**src/rtl/fp_pkg.sv**
```systemverilog
// Shared types for the fp exception arbiter slice.
// Holds the handshake state enum and fp word helpers.
package fp_pkg;

  typedef enum logic {
    IDLE = 1'b0,
    RESP = 1'b1
  } state_e;

  localparam logic [7:0] FP_EXP_MAX = 8'd255;

  typedef logic [31:0] fp_word_t;

  function automatic logic [7:0] fp_exp(
    input fp_word_t w
  );
    return w[30:23];
  endfunction

endpackage

```
**src/rtl/over_underflow_detect.sv**
```systemverilog
// Flags an fp32 operand whose exponent field is
// all ones (overflow) or all zeros (underflow).
module over_underflow_detect
  import fp_pkg::*;
(
  input  fp_word_t op,
  output logic     ovf,
  output logic     unf
);

  logic [7:0] exp_w;

  always_comb begin
    exp_w = fp_exp(op);
    ovf   = (exp_w == FP_EXP_MAX);
    unf   = (exp_w == 8'd0);
  end

endmodule

```
**src/rtl/fp_exc_arbiter.sv**
```systemverilog
// Round-robin two-requester arbiter feeding an fp32
// exception classifier with sticky flags and counters.
module fp_exc_arbiter
  import fp_pkg::*;
#(
  parameter int CNT_W = 8
) (
  input  logic             clk,
  input  logic             rst_n,
  input  logic             req0_valid,
  input  logic [31:0]      req0_data,
  output logic             req0_ready,
  input  logic             req1_valid,
  input  logic [31:0]      req1_data,
  output logic             req1_ready,
  output logic             res_valid,
  input  logic             res_ready,
  output logic             res_src,
  output logic [31:0]      res_data,
  output logic             res_overflow,
  output logic             res_underflow,
  output logic             sticky_ovf,
  output logic             sticky_unf,
  output logic [CNT_W-1:0] ovf_cnt,
  output logic [CNT_W-1:0] unf_cnt,
  input  logic             clear
);

  localparam logic [CNT_W-1:0] CNT_MAX = '1;

  state_e           state_q, state_d;
  logic             last_q, last_d;
  logic             src_q, src_d;
  fp_word_t         data_q, data_d;
  logic             sovf_q, sovf_d;
  logic             sunf_q, sunf_d;
  logic [CNT_W-1:0] ocnt_q, ocnt_d;
  logic [CNT_W-1:0] ucnt_q, ucnt_d;

  logic gnt;
  logic grant_en;
  logic accept;
  logic det_ovf;
  logic det_unf;

  over_underflow_detect u_det (
    .op  (data_q),
    .ovf (det_ovf),
    .unf (det_unf)
  );

  // Flags only mean something while a result is held.
  always_comb begin
    res_valid     = (state_q == RESP);
    res_src       = src_q;
    res_data      = data_q;
    res_overflow  = res_valid && det_ovf;
    res_underflow = res_valid && det_unf;
    sticky_ovf    = sovf_q;
    sticky_unf    = sunf_q;
    ovf_cnt       = ocnt_q;
    unf_cnt       = ucnt_q;
  end

  always_comb begin
    gnt      = (req0_valid && req1_valid) ? ~last_q
                                          : ~req0_valid;
    grant_en = rst_n && (state_q == IDLE)
               && (req0_valid || req1_valid);
    accept   = (state_q == RESP) && res_ready;

    req0_ready = grant_en && !gnt;
    req1_ready = grant_en && gnt;

    state_d = state_q;
    last_d  = last_q;
    src_d   = src_q;
    data_d  = data_q;
    sovf_d  = sovf_q;
    sunf_d  = sunf_q;
    ocnt_d  = ocnt_q;
    ucnt_d  = ucnt_q;

    unique case (state_q)
      IDLE: begin
        if (grant_en) begin
          state_d = RESP;
          last_d  = gnt;
          src_d   = gnt;
          data_d  = gnt ? req1_data : req0_data;
        end
      end
      RESP: begin
        if (accept) begin
          state_d = IDLE;
        end
      end
      default: state_d = IDLE;
    endcase

    if (accept) begin
      sovf_d = sovf_q | res_overflow;
      sunf_d = sunf_q | res_underflow;
      if (res_overflow && ocnt_q != CNT_MAX)
        ocnt_d = ocnt_q + 1'b1;
      if (res_underflow && ucnt_q != CNT_MAX)
        ucnt_d = ucnt_q + 1'b1;
    end

    if (clear) begin
      sovf_d = 1'b0;
      sunf_d = 1'b0;
      ocnt_d = '0;
      ucnt_d = '0;
    end
  end

  always_ff @(posedge clk or negedge rst_n) begin
    if (!rst_n) begin
      state_q <= IDLE;
      last_q  <= 1'b1;
      src_q   <= 1'b0;
      data_q  <= '0;
      sovf_q  <= 1'b0;
      sunf_q  <= 1'b0;
      ocnt_q  <= '0;
      ucnt_q  <= '0;
    end else begin
      state_q <= state_d;
      last_q  <= last_d;
      src_q   <= src_d;
      data_q  <= data_d;
      sovf_q  <= sovf_d;
      sunf_q  <= sunf_d;
      ocnt_q  <= ocnt_d;
      ucnt_q  <= ucnt_d;
    end
  end

endmodule

```
**config.mk**
```make
export PLATFORM = sky130hd
export DESIGN_NAME = fp_exc_arbiter
export DESIGN_NICKNAME = d
export VERILOG_FILES = /design/src/rtl/fp_pkg.sv /design/src/rtl/over_underflow_detect.sv /design/src/rtl/fp_exc_arbiter.sv
export SDC_FILE = /design/constraint.sdc
export NUM_CORES = 1
export LEC_CHECK = 0
export CORE_UTILIZATION = 65
export CTS_CLUSTER_SIZE = 10
export DETAILED_ROUTE_END_ITERATION = 12
export DONT_BUFFER_PORTS = 1
export MAX_ROUTING_LAYER = met4
export PLACE_DENSITY_LB_ADDON = 0.1
export SETUP_SLACK_MARGIN = 0.2
export SYNTH_ARGS = -nofsm -noshare
export SYNTH_HDL_FRONTEND = slang
export SYNTH_SLANG_ARGS = --single-unit
```
**constraint.sdc**
```tcl
create_clock -name clk -period 2.85 [get_ports clk]
set_input_delay 0.285 -clock clk [delete_from_list [all_inputs] [get_ports clk]]
set_output_delay 0.285 -clock clk [all_outputs]
set_load 0.02 [all_outputs]
```
==> results of run 1 <==
==> Yosys cell counts, types with 2 or more instances <==
cell and instances:
o41ai_1 4, and3_1 2, nand2_1 9, a21o_1 3
a21oi_1 10, o21ai_0 4, nand4_1 4, or4_1 6
a221o_1 32, buf_6 2, nor2_1 8, and2_1 8
o311ai_0 3, ha_1 2, nor3_1 5, dfrtp_1 52
mux2i_1 2, nor4_1 4, and2_0 23, o31ai_1 5
clkbuf_1 10, nand3_1 7, inv_1 8
==> flip-flops by register name (all words and copies together), names as in the netlist <==
signal	flops
last_q	1
ovf_cnt	8
res_data	32
res_src	1
res_valid	1
sticky_ovf	1
sticky_unf	1
unf_cnt	8
==> power by group through the flow <==
| stage | Combinational, mW | Clock [mW] | Sequential, mW |
|---|---|---|---|
| 3_3_place_gp | 0.251 | 0 | 1.17 |
| 3_5_place_dp | 0.263 | 0 | 1.18 |
| 6_report | 0.283 | 0.448 | 1.16 |
| 4_1_cts | 0.285 | 0.458 | 1.16 |
| 2_1_floorplan | 0.224 | 0 | 1.14 |
| 5_1_grt | 0.315 | 0.486 | 1.18 |
==> what timing repair did <==
item                                   4_1_cts  5_1_grt
endpoints found under the hold margin       53        0
hold buffers                                 2        0
setup endpoints to repair                    0        0
==> cell type report <==
cell class	instances	area (um^2)	share of cell area, %
Inverter	8	30.0	1.12
Clock inverter	1	5.00	0.186
Timing Repair Buffer	4	65.1	2.42
Sequential cell	53	1330	49.4
Multi-Input combinational cell	153	1100	41.1
Tap cell	48	60.1	2.23
Clock buffer	7	96.3	3.58
==> worst min path at each step <==
stage | from | end | slack, ns | depth (start not counted)
2_1_floorplan | rst_n | ovf_cnt[0] | -0.01 | 0
3_3_place_gp | rst_n | unf_cnt[4] | -0.01 | 0
3_5_place_dp | rst_n | unf_cnt[4] | -0.01 | 0
4_1_cts | clear | ovf_cnt[3] | 0.03 | 1
5_1_grt | clear | unf_cnt[0] | 0.02 | 1
6_report | clear | ovf_cnt[3] | 0.04 | 1
==> worst max-delay path: stages, from the launching register on <==
cell	delay (ns)
dfrtp_1	0.49
nor4_1	0.42
nand4_1	0.54
or4_1	0.68
a21oi_1	0.19
==> routing by layer <==
| metal | global-route usage [%] | wire, um | share of wire [%] | up-vias |
|---|---|---|---|---|
| li1 | - | - | - | 873 |
| met1 | 37.4 | 2270 | 37 | 946 |
| met2 | 51.5 | 3200 | 52 | 107 |
| met3 | 10.4 | 589 | 9.6 | 8 |
| met4 | 10.6 | 56 | 0.92 | 0 |
| met5 | - | 0 | 0 | - |
==> per-stage QoR <==
stage	cells	utilization, %
2_1_floorplan	227	-
3_3_place_gp	264	69.1
3_5_place_dp	264	69.1
4_1_cts	274	72.9
5_1_grt	274	72.9
6_report	274	72.9
==> kinds of logic after synthesis <==
family | count (synthesis) | synth area share [%]
DFF | 53 | 52.8
and+or+nand+nor | 84 | 19.6
buffers and inverters | 21 | 3.88
AOI/OAI and AO/OA | 64 | 21.5
muxes | 3 | 1.24
adders and majority gates | 2 | 0.995
==> flow_metrics.tcl, run 1 <==
set metrics [dict create \
    async_flop_share_pct 100 \
    antenna_cells 0 \
    rsz0062_at_grt "no" \
    critPathMaxFanout 16 \
    setup_ws_ns 0.449 \
    r2r-end "unf_cnt[3]" \
    reg2reg_slack_ns 0.45 \
    numCtsBuffers 5 \
    yosys_warnings 0 \
    hpwl_um 4250 \
    cts.sinks 53 \
    clock_latency_ns 0.30 \
    yosysUniqueCellTypes 37 \
    hold_path.class "primary input to flip-flop" \
    row_count 22 \
    clk_pin_slew_ns 0.09 \
    hold_viol 0 \
    synth_area_leaders "dfrtp_1 (52%), a221o_1 (13%), and2_0 (5.7%)" \
    criticalPathCategory "flip-flop to flip-flop" \
    drcViolationCount 0 \
    start_util_pct 68.2 \
    wl_per_cell_um 22.3 \
    finalSetupViolations 0 \
    slew_headroom_pct 28.1 \
    synth_top_flop_cell "dfrtp_1" \
    worst-endpoint-arrival_ns 2.62 \
    ys_ff_latch 53 \
    clock.fmax_ghz 0.416 \
    grt_max_degree 54 \
    tightest_slew_ns 1.08 \
    antenna_found_initial 0 \
    power_density_nw_per_um2 705 \
    h-tree-depth 2 \
    p_int_mw 1.26 \
    grt_first_pass_wirelength_um 9580 \
    crit_start "res_data[27]" \
    final_antenna_net_count 0 \
    netlist.area_leader.share_pct 51.7 \
    avgSynthCellArea_um2 11.1 \
    irDropWorstVdd_mv 0.519 \
    cts_buffer_depth 2 \
    stdcell_area_um2 2690 \
    synth_edf_count 0 \
    grt_pass1_vias 2040 \
    grt_overflow 0 \
    fin_nets 297 \
    r2r-start "res_data[27]" \
    cts_resized 0 \
    power.switching_uw 638 \
    reg2reg_depth 4 \
    firstDrtPassIters 4 \
    die_h_um 64.2 \
    drtIter0Drc 284 \
    grt_util_all_layers_pct 31.7 \
    fp.dieW_um 64.2 \
    drive_above_1_share_pct 8.85 \
    syn_area_um2 2510 \
    postSynthCellCount 227 \
    root_buffer "clkbuf_8" \
    skew_ns 0.00395 \
    p_comb_share_pct 14.9 \
    die-area_um2 4120 \
    dpl_cell_area_um2 2550 \
    cts_setup_buffers 0 \
    fin_crit_ns 2.40 \
    cts_tree "built" \
    crit_path_start_kind "flip-flop" \
    hold_ws_ns 0.0400 \
    syn_to_final_growth_pct 6.87 \
    ys_seq_area_share_pct 52.8 \
    maxCapViolations 0 \
    viasPerCell 7.06 \
    p_seq_share_pct 61.4 \
    synth.net_count 299 \
    min_period_over_period_pct 84.2 \
    cp-end-kind "flip-flop" \
    port_buffers 0 \
    drv_slew 0 \
    io_pins 126 \
    status "complete, no violations" \
    endpoint "unf_cnt[3]" \
    power_leakage_nw 1.11 \
    fillCellCount 263 \
    tns_ns 0 \
    gp_congestion 0.824 \
    synth_area_leader_cell "dfrtp_1" \
    pwr-share-clk_pct 23.6 \
    worstPathRequired_ns 3.07 \
    wl_um 6110 \
    core_area_um2 3690 \
    final_common_cell "dfrtp_1" \
    place_ws_ns 0.474 \
    p_total_mw 1.90 \
    vias 1934 \
    layout_common_cells "dfrtp_1 (52), a221o_1 (32), and2_0 (23)" \
    netSwitchingFraction_pct 33.7 \
]
No activity file was read; power rests on OpenSTA's default activity.
==> inputs of run 2 (changes only) <==
--- a/config.mk
+++ b/config.mk
@@ -5,7 +5,7 @@
 export SDC_FILE = /design/constraint.sdc
 export NUM_CORES = 1
 export LEC_CHECK = 0
-export CORE_UTILIZATION = 65
+export CORE_UTILIZATION = 62
 export CTS_CLUSTER_SIZE = 10
 export DETAILED_ROUTE_END_ITERATION = 12
 export DONT_BUFFER_PORTS = 1
==> constraint.sdc (replaced) <==
create_clock -name clk -period 2.5 [get_ports clk]
set_input_delay 0.25 -clock clk [delete_from_list [all_inputs] [get_ports clk]]
set_output_delay 0.25 -clock clk [all_outputs]
set_load 0.02 [all_outputs]
==> run 2 against run 1 <==
Utilization decreased by 0.069 points. Sequential power increased by 14%. Register-to-register slack got worse by 0.04 ns. Final cell count increased by 1.5%. Combinational power increased by 17%. Global-route usage decreased by 2.5 points. Count of clock-buffer cells in the layout decreased by 2. Sequential share of layout area decreased by 1.0 points. Setup slack got worse by 0.14 ns. Clock power increased by 50%. Routed wire length decreased by 1.9%. Critical endpoint is now req1_ready. Largest power group unchanged. Highest routed layer unchanged.
==> flow_metrics.tcl, run 2 (synthesis gave the netlist of run 1 again) <==
set metrics [dict create \
    min_period_over_period_pct 87.7 \
    grt_first_pass_wirelength_um 9070 \
    start_util_pct 66.7 \
    power_leakage_nw 1.14 \
    r2r-start "res_valid" \
    fin_crit_ns 2.19 \
    met1_usage_pct 32.4 \
    h-tree-depth 2 \
    worstPathRequired_ns 2.25 \
    grt_pass1_vias 1970 \
    cp_slowest_stage_delay_ns 0.52 \
    layout_common_cells "dfrtp_1 (52), a221o_1 (32), and2_0 (23)" \
    grt_util_all_layers_pct 29.2 \
    hpwl_um 4090 \
    rsz0062_at_grt "no" \
    power_density_nw_per_um2 847 \
    grt_use_met2_pct 49.7 \
    finalSetupViolations 0 \
    clk_pin_slew_ns 0.09 \
    antenna_found_initial 0 \
    min-delay-start "clear" \
    largest_register_ffs 32 \
    drive_above_1_share_pct 10.0 \
    die-area_um2 4320 \
    drv_slew 0 \
    dpl_cell_area_um2 2560 \
    irDropWorstVdd_mv 0.614 \
    cts_setup_buffers 0 \
    worst-endpoint-arrival_ns 1.94 \
    grt_max_degree 54 \
    final_util_pct 72.8 \
    grt_overflow 0 \
    fin_nets 301 \
    hold_viol 0 \
    final_common_cell "dfrtp_1" \
    stdcell_area_um2 2750 \
    vias 2006 \
    row_count 22 \
    place_ws_ns 0.490 \
    antenna_cells 0 \
    hold_depth 1 \
    cts_tree "built" \
    slew_headroom_pct 27.7 \
    criticalPathCategory "flip-flop to primary output" \
    drtIter0Drc 131 \
    crit_path_start_kind "flip-flop" \
    status "complete, no violations" \
    cp-end-kind "primary output" \
    syn_to_final_growth_pct 9.15 \
    tns_ns 0 \
    core_area_um2 3770 \
    cts.sinks 53 \
    reg2reg_slack_ns 0.41 \
    die_h_um 65.7 \
    drcViolationCount 0 \
    setup_ws_ns 0.306 \
    clock_latency_ns 0.31 \
    io_pins 126 \
    fp.dieW_um 65.7 \
    cts_buffer_depth 2 \
    numCtsBuffers 5 \
    skew_ns 0.00752 \
    critPathMaxFanout 30 \
    clock.fmax_ghz 0.456 \
    final_cells 278 \
    maxCapViolations 0 \
    grt_use_met3_pct 6.60 \
    reg2reg_depth 4 \
    hold_path.class "primary input to flip-flop" \
    port_buffers 0 \
    top_usage_layer "met2" \
    wl_per_cell_um 21.6 \
    place_inst 267 \
    firstDrtPassIters 4 \
    crit_chain "nand2b_1 -> a211oi_4 -> buf_4" \
    gp_congestion 0.929 \
    cpMaxStageDelayCell "dfrtp_1" \
    r2r-end "res_data[21]" \
    tightest_slew_ns 1.08 \
    viasPerCell 7.22 \
    holdPathEnd "ovf_cnt[2]" \
    final_antenna_net_count 0 \
    root_buffer "clkbuf_8" \
    wl_um 6000 \
]
-- run 2: layout make-up --
type	count	area, um^2
Fill cell	252	1030
Timing Repair Buffer	8	85.1
Clock inverter	3	65.1
Tap cell	48	60.1
Multi-Input combinational cell	153	1110
Clock buffer	5	68.8
Inverter	8	30.0
Sequential cell	53	1330
-- run 2: repair_timing --
action / 4_1_cts / 5_1_grt
hold buffers: 3 / 0
resized for setup: 0 / 1
endpoints found under the setup margin: 0 / 1
endpoints found under the hold margin: 65 / 0
-- run 2: critical path, delay by kind of cell, from the launching register on --
| kind | cells | cell delay [ns] |
|---|---|---|
| and+or+nand+nor | 1 | 0.32 |
| AOI/OAI and AO/OA | 1 | 0.38 |
| buffers and inverters | 1 | 0.41 |
| DFF | 1 | 0.52 |
-- run 2: how the worst max path moves through the flow --
stage	startpoint	to	slack (ns)
4_1_cts	res_valid	req0_ready	0.27
3_5_place_dp	res_valid	res_data[29]	0.49
5_1_grt	res_valid	req0_ready	0.26
6_report	res_valid	req1_ready	0.31
2_1_floorplan	res_data[29]	ovf_cnt[5]	0.58
3_3_place_gp	res_data[27]	unf_cnt[5]	0.52
-- run 2: per-stage QoR --
| step | hold WS, ns | total power, mW |
|---|---|---|
| 6_report | 0.0217 | 2.32 |
| 5_1_grt | 0.0240 | 2.42 |
| 4_1_cts | 0.0144 | 2.33 |
| 3_5_place_dp | -0.0446 | 1.63 |
| 3_3_place_gp | -0.0445 | 1.61 |
| 2_1_floorplan | -0.0456 | 1.55 |
-- run 2: report_power, final --
group	internal, mW	switching, mW
clock	0.397	0.274
combinational	0.175	0.157
sequential	1.01	0.314
-- run 2: layer usage --
metal / up-vias / part of all wire (%) / wire (um)
li1: 876 / - / -
met1: 985 / 38 / 2300
met2: 128 / 51 / 3060
met3: 17 / 8.3 / 499
met4: 0 / 2.3 / 139
met5: - / 0 / 0
==> inputs of run 3 (changes only) <==
--- a/config.mk
+++ b/config.mk
@@ -5,7 +5,8 @@
 export SDC_FILE = /design/constraint.sdc
 export NUM_CORES = 1
 export LEC_CHECK = 0
-export CORE_UTILIZATION = 62
+export CORE_UTILIZATION = 65
+export CTS_BUF_LIST = sky130_fd_sc_hd__clkbuf_4
 export CTS_CLUSTER_SIZE = 10
 export DETAILED_ROUTE_END_ITERATION = 12
 export DONT_BUFFER_PORTS = 1
==> run 3 against run 2 <==
Non-clock buffer count rose by 2. Critical endpoint is now unf_cnt[3]. Clock power fell by 44%. Setup slack improved by 0.12 ns. Final cell count rose by 0.72%. Cell area fell by 2.1%. Critical path depth rose by 2.
==> flow_metrics.tcl, run 3 (synthesis gave the netlist of run 1 again) <==
set metrics [dict create \
    cpMaxStageDelayCell "dfrtp_1" \
    reg2reg_depth 5 \
    firstDrtPassIters 4 \
    cp.buffers_inverters 1 \
    viasPerCell 7.08 \
    antenna_cells 0 \
    io_pins 126 \
    port_buffers 0 \
    cts.sinks 53 \
    cts_buffer_depth 2 \
    cp_slowest_stage_delay_ns 0.52 \
    maxCapViolations 0 \
    gp_congestion 0.752 \
    start_util_pct 68.2 \
    final_util_pct 72.9 \
    vias 1981 \
    layout_common_cells "dfrtp_1 (52), a221o_1 (32), and2_0 (23)" \
    h-tree-depth 2 \
    status "complete, no violations" \
    final_antenna_net_count 0 \
    skew_ns 0.00761 \
    hold_viol 0 \
    clock_latency_ns 0.36 \
    clk_pin_slew_ns 0.14 \
    finalSetupViolations 0 \
    crit_start "res_data[27]" \
    core_area_um2 3690 \
    rsz0062_at_grt "no" \
    grt_overflow 0 \
    die_h_um 64.2 \
    min_period_over_period_pct 83.1 \
    cts_setup_buffers 0 \
    fin_crit_ns 2.08 \
    drive_above_1_share_pct 9.91 \
    clock.fmax_ghz 0.482 \
    fin_nets 303 \
    hpwl_um 4180 \
    fp.dieW_um 64.2 \
    syn_to_final_growth_pct 6.87 \
    crit_path_start_kind "flip-flop" \
    cp-end-kind "flip-flop" \
    irDropWorstVdd_mv 0.485 \
    root_buffer "clkbuf_4" \
    grt_first_pass_wirelength_um 9600 \
    power_leakage_nw 1.11 \
    crit_chain "nor4_1 -> nand4_1 -> buf_4 -> or4_1 -> a21oi_1" \
    drv_slew 0 \
    antenna_found_initial 0 \
    wl_um 6140 \
    tightest_slew_ns 1.11 \
    reg2reg_slack_ns 0.42 \
    worst-endpoint-arrival_ns 2.37 \
    hold_path.class "primary input to flip-flop" \
    critPathTopFamily "simple AND/OR/NAND/NOR gates" \
    power_density_nw_per_um2 759 \
    die-area_um2 4120 \
    numCtsBuffers 5 \
    drcViolationCount 0 \
    r2r-start "res_data[27]" \
    hold_ws_ns 0.0172 \
    grt_max_degree 54 \
    fillCellCount 272 \
    cts_tree "built" \
    min-delay-start "req1_data[14]" \
    tns_ns 0 \
    slew_headroom_pct 25.9 \
    grt_pass1_vias 2013 \
    final_common_cell "dfrtp_1" \
    largest_register_ffs 32 \
    criticalPathCategory "flip-flop to flip-flop" \
    critPathMaxFanout 16 \
    drtIter0Drc 313 \
    hold_depth 1 \
    r2r-end "unf_cnt[3]" \
    grt_util_all_layers_pct 31.7 \
    worstPathRequired_ns 2.79 \
    row_count 22 \
    wl_per_cell_um 21.9 \
    holdPathEnd "res_data[14]" \
]
-- run 3: cell types whose count changed in the layout (fill, tap and decap cells not counted), moves of 2 or more --
cell / delta
bufinv_16: -2
clkbuf_8: -5
clkbuf_4: +7
dlygate4sd3_1: +2
-- run 3: per-layer routing --
metal	global-route usage (%)	routed length [um]	vias up
met3	9.29	544	14
met4	11.9	100	0
li1	-	-	882
met5	-	0	-
met2	50.5	3060	114
met1	38.4	2430	971
-- run 3: cell type report --
| type | count | area, um^2 | area share, % |
|---|---|---|---|
| timing repair buffer | 10 | 105 | 3.91 |
| inverter | 8 | 30.0 | 1.12 |
| sequential | 53 | 1330 | 49.4 |
| clock inverter | 1 | 3.75 | 0.140 |
| clock buffer | 7 | 52.6 | 1.96 |
| tap | 48 | 60.1 | 2.23 |
| multi-input combinational | 153 | 1110 | 41.2 |
-- run 3: report_power, final --
part	leakage (nW)	switching [mW]	internal [mW]
Combinational	0.394	0.154	0.178
Sequential	0.683	0.324	1.01
Clock	0.0338	0.246	0.130
Total	1.11	0.724	1.32
-- run 3: what timing repair did --
item                                    in CTS  in global routing
endpoints found under the setup margin       0                  1
endpoints found under the hold margin       68                  1
resized for setup                            0                  1
hold buffers                                 4                  1
-- run 3: per-stage QoR --
stage	area [um^2]	instances	setup WS (ns)	power [mW]
global route	2690	280	0.347	2.13
floorplan	2510	227	0.584	1.55
finish	2690	280	0.424	2.04
detailed placement	2560	267	0.468	1.64
global placement	2560	267	0.544	1.62
CTS	2670	279	0.422	2.04
-- run 3: worst max path at each step --
stage	end	cells past startpoint
floorplan	ovf_cnt[5]	5
global placement	res_data[29]	4
detailed placement	unf_cnt[4]	5
CTS	unf_cnt[4]	5
global route	res_data[22]	4
finish	unf_cnt[3]	5
-- run 3: worst reg2reg max path: cells and delay by family (launching register included) --
family | cells | cell delay (ns)
AOI/OAI and AO/OA | 1 | 0.16
buffers and inverters | 1 | 0.22
DFF | 1 | 0.52
and+or+nand+nor | 3 | 1.10
